`config.mk`:
```
export PLATFORM = sky130hd
export DESIGN_NAME = mini_alu_core
export DESIGN_NICKNAME = d
export VERILOG_FILES = /design/src/rtl/mini_alu_core.sv
export SDC_FILE = /design/constraint.sdc
export NUM_CORES = 2
export LEC_CHECK = 0
export ABC_CLOCK_PERIOD_IN_PS = 21700
export CORE_ASPECT_RATIO = 0.8
export CORE_MARGIN = 3
export CORE_UTILIZATION = 40
export CTS_CLUSTER_DIAMETER = 100
export DETAILED_ROUTE_END_ITERATION = 6
export DONT_BUFFER_PORTS = 1
export PLACE_DENSITY_LB_ADDON = 0.05
export SLEW_MARGIN = 20
export SYNTH_ARGS = -nofsm -noshare
export SYNTH_HDL_FRONTEND = slang
export SYNTH_MEMORY_MAX_BITS = 65536
export SYNTH_SLANG_ARGS = --single-unit
```
`constraint.sdc`:
```
create_clock -name Clock -period 21.7 [get_ports Clock]
set_clock_uncertainty 0.1 [all_clocks]
set_input_delay 2.17 -clock Clock [delete_from_list [all_inputs] [get_ports Clock]]
set_output_delay 2.17 -clock Clock [all_outputs]
set_load 0.05 [all_outputs]
```
`src/rtl/mini_alu_core.sv`:
```
// Two-stage (fetch/execute) MiniAlu core with a return stack and a stall-capable video write port.
// Define MINI_ALU_SMUL_EN to build the signed multiplier; otherwise SMUL executes as an illegal opcode.
module mini_alu_core #(
  parameter int DATA_W      = 16,
  parameter int REG_DEPTH   = 256,
  parameter int IP_W        = 16,
  parameter int STACK_DEPTH = 4
) (
  input  logic            Clock,
  input  logic            Reset,
  output logic [IP_W-1:0] oIP,
  input  logic [27:0]     iInstruction,
  output logic            oVidWrite,
  input  logic            iVidReady,
  output logic [6:0]      oVidCol,
  output logic [5:0]      oVidRow,
  output logic [2:0]      oVidColor,
  output logic            oStackErr,
  output logic            oIllegal
);

  typedef enum logic [3:0] {
    OP_NOP  = 4'd0,  OP_ADD = 4'd1,  OP_SUB  = 4'd2,  OP_STO = 4'd3,
    OP_BLE  = 4'd4,  OP_BGE = 4'd5,  OP_JMP  = 4'd6,  OP_SMUL = 4'd7,
    OP_CALL = 4'd8,  OP_RET = 4'd9,  OP_VGA  = 4'd10, OP_INC = 4'd11,
    OP_MOV  = 4'd12
  } op_e;

  localparam int RAW = (REG_DEPTH > 1) ? $clog2(REG_DEPTH) : 1;
  localparam int SPW = $clog2(STACK_DEPTH + 1);
  localparam int SIW = (STACK_DEPTH > 1) ? $clog2(STACK_DEPTH) : 1;

  logic [27:0]       r_exec;
  logic [IP_W-1:0]   r_ip;
  logic [IP_W-1:0]   r_stack [STACK_DEPTH];
  logic [SPW-1:0]    r_sp;
  logic              r_stack_err;
  logic [DATA_W-1:0] r_regs [REG_DEPTH];

  op_e               w_op;
  logic [7:0]        w_dst, w_src1, w_src0;
  logic [RAW-1:0]    w_ra1, w_ra0, w_wa0;
  logic [DATA_W-1:0] w_rd1, w_rd0, w_imm, w_wd0;
  logic signed [15:0] w_imm16;
  logic [SIW-1:0]    w_push_idx, w_top_idx;
  logic [IP_W-1:0]   w_target;
  logic              w_taken, w_push, w_pop, w_err_set, w_we0, w_illegal, w_vga, w_stall;

  function automatic logic [RAW-1:0] reg_idx(input int a);
    return RAW'(a % REG_DEPTH);
  endfunction

  assign w_op   = op_e'(r_exec[27:24]);
  assign w_dst  = r_exec[23:16];
  assign w_src1 = r_exec[15:8];
  assign w_src0 = r_exec[7:0];

  assign w_ra1 = reg_idx(int'(w_src1));
  assign w_ra0 = reg_idx(int'(w_src0));
  assign w_wa0 = reg_idx(int'(w_dst));
  assign w_rd1 = r_regs[w_ra1];
  assign w_rd0 = r_regs[w_ra0];

  // Size cast of a signed operand sign-extends when widening and truncates when narrowing.
  assign w_imm16 = {w_src1, w_src0};
  assign w_imm   = DATA_W'(w_imm16);

  assign w_push_idx = SIW'(r_sp);
  assign w_top_idx  = SIW'(r_sp - 1'b1);

`ifdef MINI_ALU_SMUL_EN
  logic signed [2*DATA_W-1:0] w_mul_a, w_mul_b, w_prod;
  logic [RAW-1:0]             w_wa1;
  logic                       w_we1;

  assign w_mul_a = {{DATA_W{w_rd1[DATA_W-1]}}, w_rd1};
  assign w_mul_b = {{DATA_W{w_rd0[DATA_W-1]}}, w_rd0};
  assign w_prod  = w_mul_a * w_mul_b;
  assign w_wa1   = reg_idx(int'(w_dst) + 1);
  assign w_we1   = (w_op == OP_SMUL);
`endif

  // NOTE: every signal driven here gets a default first so no latch is inferred.
  always_comb begin
    w_taken   = 1'b0;
    w_target  = IP_W'(w_dst);
    w_push    = 1'b0;
    w_pop     = 1'b0;
    w_err_set = 1'b0;
    w_we0     = 1'b0;
    w_wd0     = '0;
    w_illegal = 1'b0;
    w_vga     = 1'b0;
    case (w_op)
      OP_NOP: ;
      OP_ADD: begin w_we0 = 1'b1; w_wd0 = w_rd1 + w_rd0; end
      OP_SUB: begin w_we0 = 1'b1; w_wd0 = w_rd1 - w_rd0; end
      OP_STO: begin w_we0 = 1'b1; w_wd0 = w_imm; end
      OP_BLE: w_taken = ($signed(w_rd1) <= $signed(w_rd0));
      OP_BGE: w_taken = ($signed(w_rd1) >= $signed(w_rd0));
      OP_JMP: w_taken = 1'b1;
`ifdef MINI_ALU_SMUL_EN
      OP_SMUL: begin w_we0 = 1'b1; w_wd0 = w_prod[DATA_W-1:0]; end
`endif
      OP_CALL: begin
        if (r_sp == SPW'(STACK_DEPTH)) w_err_set = 1'b1;
        else begin w_taken = 1'b1; w_push = 1'b1; end
      end
      OP_RET: begin
        w_target = r_stack[w_top_idx];
        if (r_sp == '0) w_err_set = 1'b1;
        else begin w_taken = 1'b1; w_pop = 1'b1; end
      end
      OP_VGA: w_vga = 1'b1;
      OP_INC: begin w_we0 = 1'b1; w_wd0 = w_rd1 + DATA_W'(1); end
      OP_MOV: begin w_we0 = 1'b1; w_wd0 = w_rd1; end
      default: w_illegal = 1'b1;
    endcase
  end

  // A stall is only ever a VGA, so it never coincides with a taken redirect.
  assign w_stall   = w_vga & ~iVidReady;
  assign oIP       = !Reset ? '0 : (w_taken ? w_target : r_ip);
  assign oVidWrite = Reset & w_vga;
  assign oIllegal  = Reset & w_illegal;
  assign oVidCol   = w_rd1[6:0];
  assign oVidRow   = w_rd0[5:0];
  assign oVidColor = w_dst[2:0];
  assign oStackErr = r_stack_err;

  // NOTE: sequential state uses non-blocking assignments so all registers update from pre-edge values.
  always_ff @(posedge Clock) begin
    if (!Reset) begin
      r_ip        <= '0;
      r_exec      <= '0;
      r_sp        <= '0;
      r_stack_err <= 1'b0;
    end else if (!w_stall) begin
      r_ip   <= oIP + IP_W'(1);
      r_exec <= iInstruction;
      if (w_push)     r_sp <= r_sp + 1'b1;
      else if (w_pop) r_sp <= r_sp - 1'b1;
      if (w_err_set)  r_stack_err <= 1'b1;
    end
  end

  // NOTE: storage arrays carry no reset; the stack pointer alone defines which entries are valid.
  always_ff @(posedge Clock) begin
    if (Reset && w_push) r_stack[w_push_idx] <= r_ip;
  end

  always_ff @(posedge Clock) begin
    if (Reset && w_we0) r_regs[w_wa0] <= w_wd0;
`ifdef MINI_ALU_SMUL_EN
    if (Reset && w_we1) r_regs[w_wa1] <= w_prod[2*DATA_W-1:DATA_W];
`endif
  end

endmodule

```
==> impl_metrics.tcl <==
set metrics [dict create \
    synth_async_sr_flop_share_pct 0 \
    result_of_the_run "finished clean" \
    wl_met1_um 284000 \
    clkLatencyLatePin_ns 1.04 \
    drtAntennaViolNets 0 \
    share_of_post_route_cells_with_drive_strength_above_1_pct 43.3 \
    cts_post_setup_buffers_inserted 0 \
    wire_length_of_the_first_global_routing_pass_um 929000 \
    cts_tree "done" \
    synth_edf_count 4160 \
    core_area_um2 487000 \
    dr_total_vias 104256 \
    ys_warn_count 0 \
    dr.first_iter.drc_count 13859 \
    layout.core_utilization_pct 45.2 \
    synth.yosys.seq_area_share_pct 64.4 \
    synth_top_flop_cell "sky130_fd_sc_hd__edfxtp_1" \
    globalplace.congestion 0.898 \
    combinationalPowerShare_pct 12.8 \
    largest_net_degree_at_the_start_of_global_routing 257 \
    setup-tns-final_ns 0 \
    fin_hold_ws_ns 0.387 \
    met3_wirelength_from_detailed_routing_um 62800 \
    cp.arrival_ns 10.93 \
    cp-end-kind "output port" \
    met2WireLength_um 311000 \
    synth_seq_cells 4224 \
    dpl.hpwl_um 409000 \
    topRoutingLayerUsed "met5" \
    worst_hold_path_type "register to register" \
    pwr-share-clk_pct 38.5 \
    max_slew.worst_pin.slew_ns 1.23 \
    vdd.ir_drop.worst_uv 69.0 \
    detailedRoute.firstPassIterationCount 6 \
    grt_setup_unrepaired "false" \
    cts_num_sinks 4224 \
    die_area_um2 498000 \
    root_buffer "sky130_fd_sc_hd__clkbuf_16" \
    required_ns 19.43 \
    floorplan.rows 229 \
    number_of_max_cap_violations 0 \
    post_cts_resize_count 0 \
    p_switching_mw 5.10 \
    slew_viol_final 0 \
    syn-mean-instance-area_um2 22.5 \
    route.final.wire_length_um 683000 \
    floorplan.die.width_um 788 \
    netlist-cell-type-count 71 \
    count_of_boundary_i_o_pins 66 \
    max_slew_margin_pct 17.8 \
    setup_violators_final 0 \
    syn_inst 8711 \
    max_freq_mhz 75.7 \
    power_report.internal_total_mw 14.5 \
    vias_in_the_first_global_route 105431 \
    die-height_um 632 \
    layout.cells.most_common_list "sky130_fd_sc_hd__edfxtp_1 (4,160), sky130_fd_sc_hd__mux4_2 (2,678), sky130_fd_sc_hd__clkbuf_16 (462), sky130_fd_sc_hd__buf_4 (343), sky130_fd_sc_hd__nand2_1 (152)" \
    drt-vias-per-instance 6.63 \
    number_of_antenna_violations_at_the_first_check_in_global_routing 113 \
    layout-area-overhead-vs-synth_pct 12.3 \
    drc_errors 0 \
    p_leak_nw 65.2 \
    buffer_ports.inserted 0 \
    initial_utilization_pct 40.2 \
    drt-wirelength-per-cell_um 43.4 \
    synth.net_count 8782 \
    synth_area_um2 196000 \
    final_hold_viol_count 0 \
    groute.usage.overall_pct 27.2 \
    startpoint_type_of_the_worst_setup_path "register" \
    total_clock_buffers_created_by_cts 455 \
    finalWorstPathRequiredPeriod_ns 13.20 \
    pwr_density_cell_nw_per_um2 89.1 \
    cts_hold_buffers 0 \
    path_max_fanout 39 \
    num-nets-final 8929 \
    clk_pin_slew_ns 0.06 \
    worstSetupPathType "register to output port" \
    layout_worst_path_cycle_share_pct 60.9 \
    power_frac_seq_pct 48.7 \
    cts-htree-levels 5 \
    clockBufferDepth 4 \
    layout_commonest_cell "sky130_fd_sc_hd__edfxtp_1" \
    grt_remaining_overflow 0 \
    p_sw_share_pct 26.0 \
]
layout make-up:
| cell class | instances | area, um2 |
|---|---|---|
| fillers | 40584 | 267000 |
| repair buffers | 383 | 3350 |
| inverters | 40 | 155 |
| clock inverters | 261 | 2090 |
| multi-input cells | 3754 | 68000 |
| diodes | 42 | 105 |
| flip-flops and latches | 4224 | 126000 |
| well taps | 6468 | 8090 |
| clock buffers | 563 | 12000 |
routing by layer:
| metal | track usage, % | vias to the layer above |
|---|---|---|
| li1 | - | 39318 |
| met1 | 39.6 | 58553 |
| met2 | 41.3 | 5309 |
| met3 | 6.04 | 1042 |
| met4 | 8.31 | 34 |
| met5 | 0 | - |
registers in the layout, summed over array words and instances, names as in the netlist, named ones only:
| signal | cells |
|---|---|
| oStackErr | 1 |
| r_stack | 64 |
| r_sp | 3 |
| r_ip | 16 |
| r_exec | 28 |
| r_regs | 4096 |
power by group through the flow:
stage,sequential [mW],clock [mW],combinational [mW]
after floorplan,9.94,0,1.38
after global placement,9.72,0,2.46
after detailed placement,9.72,0,2.50
after CTS,9.55,7.69,2.50
after global routing,9.54,8.01,2.62
final,9.55,7.54,2.51
worst paths after layout:
check / slack (ns) / startpoint / depth (start not counted) / endpoint
min: 0.39 / r_exec[0]$_SDFFE_PN0N_ / 2 / register
max: 8.50 / register / 21 / oIP[1]
min reg2reg: 0.39 / r_exec[0]$_SDFFE_PN0N_ / 2 / register
max reg2reg: 9.93 / register / 29 / r_ip[12]$_SDFFE_PN0N_
metrics by stage:
stage               instance area [um2]  total power [mW]  worst slack, ns  instances
CTS                              220000              19.7             8.33      15690
finish                           220000              19.6             8.50      15735
global placement                 206000              12.2             9.35      14865
floorplan                        196000              11.3             7.84       8711
global route                     220000              20.2             7.97      15701
detailed placement               206000              12.2             9.48      14866
kinds of logic after synthesis:
family | share of synthesized area [%]
adder cells (fa/ha/maj) | 0.263
AND/OR/NAND/NOR | 1.48
XOR/XNOR | 0.188
flip-flops | 64.4
AO/OA/AOI/OAI | 0.893
multiplexers | 31.2
buffers and inverters | 1.59
worst max-delay path, stage by stage, from the launching register on:
cell,delay [ns]
sky130_fd_sc_hd__dfxtp_4,0.92
sky130_fd_sc_hd__buf_4,0.68
sky130_fd_sc_hd__buf_4,0.79
sky130_fd_sc_hd__buf_4,0.77
sky130_fd_sc_hd__mux4_2,0.58
sky130_fd_sc_hd__mux4_2,0.56
sky130_fd_sc_hd__mux4_2,0.60
sky130_fd_sc_hd__mux4_2,0.78
sky130_fd_sc_hd__inv_1,0.15
sky130_fd_sc_hd__ha_1,0.15
sky130_fd_sc_hd__inv_1,0.06
sky130_fd_sc_hd__fa_1,0.40
sky130_fd_sc_hd__a21o_1,0.20
sky130_fd_sc_hd__a21oi_1,0.37
sky130_fd_sc_hd__o21a_1,0.23
sky130_fd_sc_hd__o21a_1,0.19
sky130_fd_sc_hd__nor2_1,0.08
sky130_fd_sc_hd__o211a_1,0.57
sky130_fd_sc_hd__nor2_1,0.30
sky130_fd_sc_hd__buf_4,0.29
sky130_fd_sc_hd__nor2_1,0.08
sky130_fd_sc_hd__a211oi_2,0.82
cells in the mapped netlist, types with 6 or more instances:
| cell | count | share of area, % |
|---|---|---|
| sky130_fd_sc_hd__edfxtp_1 | 4160 | 64 |
| sky130_fd_sc_hd__mux4_2 | 2678 | 31 |
| sky130_fd_sc_hd__clkbuf_1 | 361 | 0.69 |
| sky130_fd_sc_hd__nor2_1 | 311 | 0.60 |
| sky130_fd_sc_hd__buf_2 | 185 | 0.47 |
| sky130_fd_sc_hd__nand2_1 | 166 | 0.32 |
| sky130_fd_sc_hd__buf_1 | 115 | 0.22 |
| sky130_fd_sc_hd__a21oi_1 | 77 | 0.20 |
| sky130_fd_sc_hd__mux2i_1 | 71 | 0.36 |
| sky130_fd_sc_hd__dfxtp_1 | 64 | 0.65 |
| sky130_fd_sc_hd__ha_1 | 38 | 0.24 |
| sky130_fd_sc_hd__inv_1 | 37 | 0.071 |
| sky130_fd_sc_hd__nand3_1 | 35 | 0.089 |
| sky130_fd_sc_hd__a22oi_1 | 34 | 0.13 |
| sky130_fd_sc_hd__o21ai_0 | 30 | 0.077 |
| sky130_fd_sc_hd__nor2b_1 | 28 | 0.089 |
| sky130_fd_sc_hd__xnor2_1 | 28 | 0.13 |
| sky130_fd_sc_hd__buf_4 | 26 | 0.10 |
| sky130_fd_sc_hd__and2_1 | 20 | 0.064 |
| sky130_fd_sc_hd__nor3_1 | 20 | 0.051 |
| sky130_fd_sc_hd__nand2b_1 | 15 | 0.048 |
| sky130_fd_sc_hd__nand4_1 | 15 | 0.048 |
| sky130_fd_sc_hd__a21o_1 | 14 | 0.054 |
| sky130_fd_sc_hd__xor2_1 | 14 | 0.063 |
| sky130_fd_sc_hd__and3_1 | 13 | 0.042 |
| sky130_fd_sc_hd__o211ai_1 | 13 | 0.050 |
| sky130_fd_sc_hd__a211oi_1 | 11 | 0.042 |
| sky130_fd_sc_hd__a31oi_1 | 8 | 0.026 |
| sky130_fd_sc_hd__o21a_1 | 8 | 0.031 |
| sky130_fd_sc_hd__o21bai_1 | 8 | 0.031 |
| sky130_fd_sc_hd__o22ai_1 | 7 | 0.022 |
| sky130_fd_sc_hd__or3_1 | 7 | 0.022 |
| sky130_fd_sc_hd__a22o_1 | 6 | 0.027 |
Note: power is estimated with default switching activity, not from simulation.
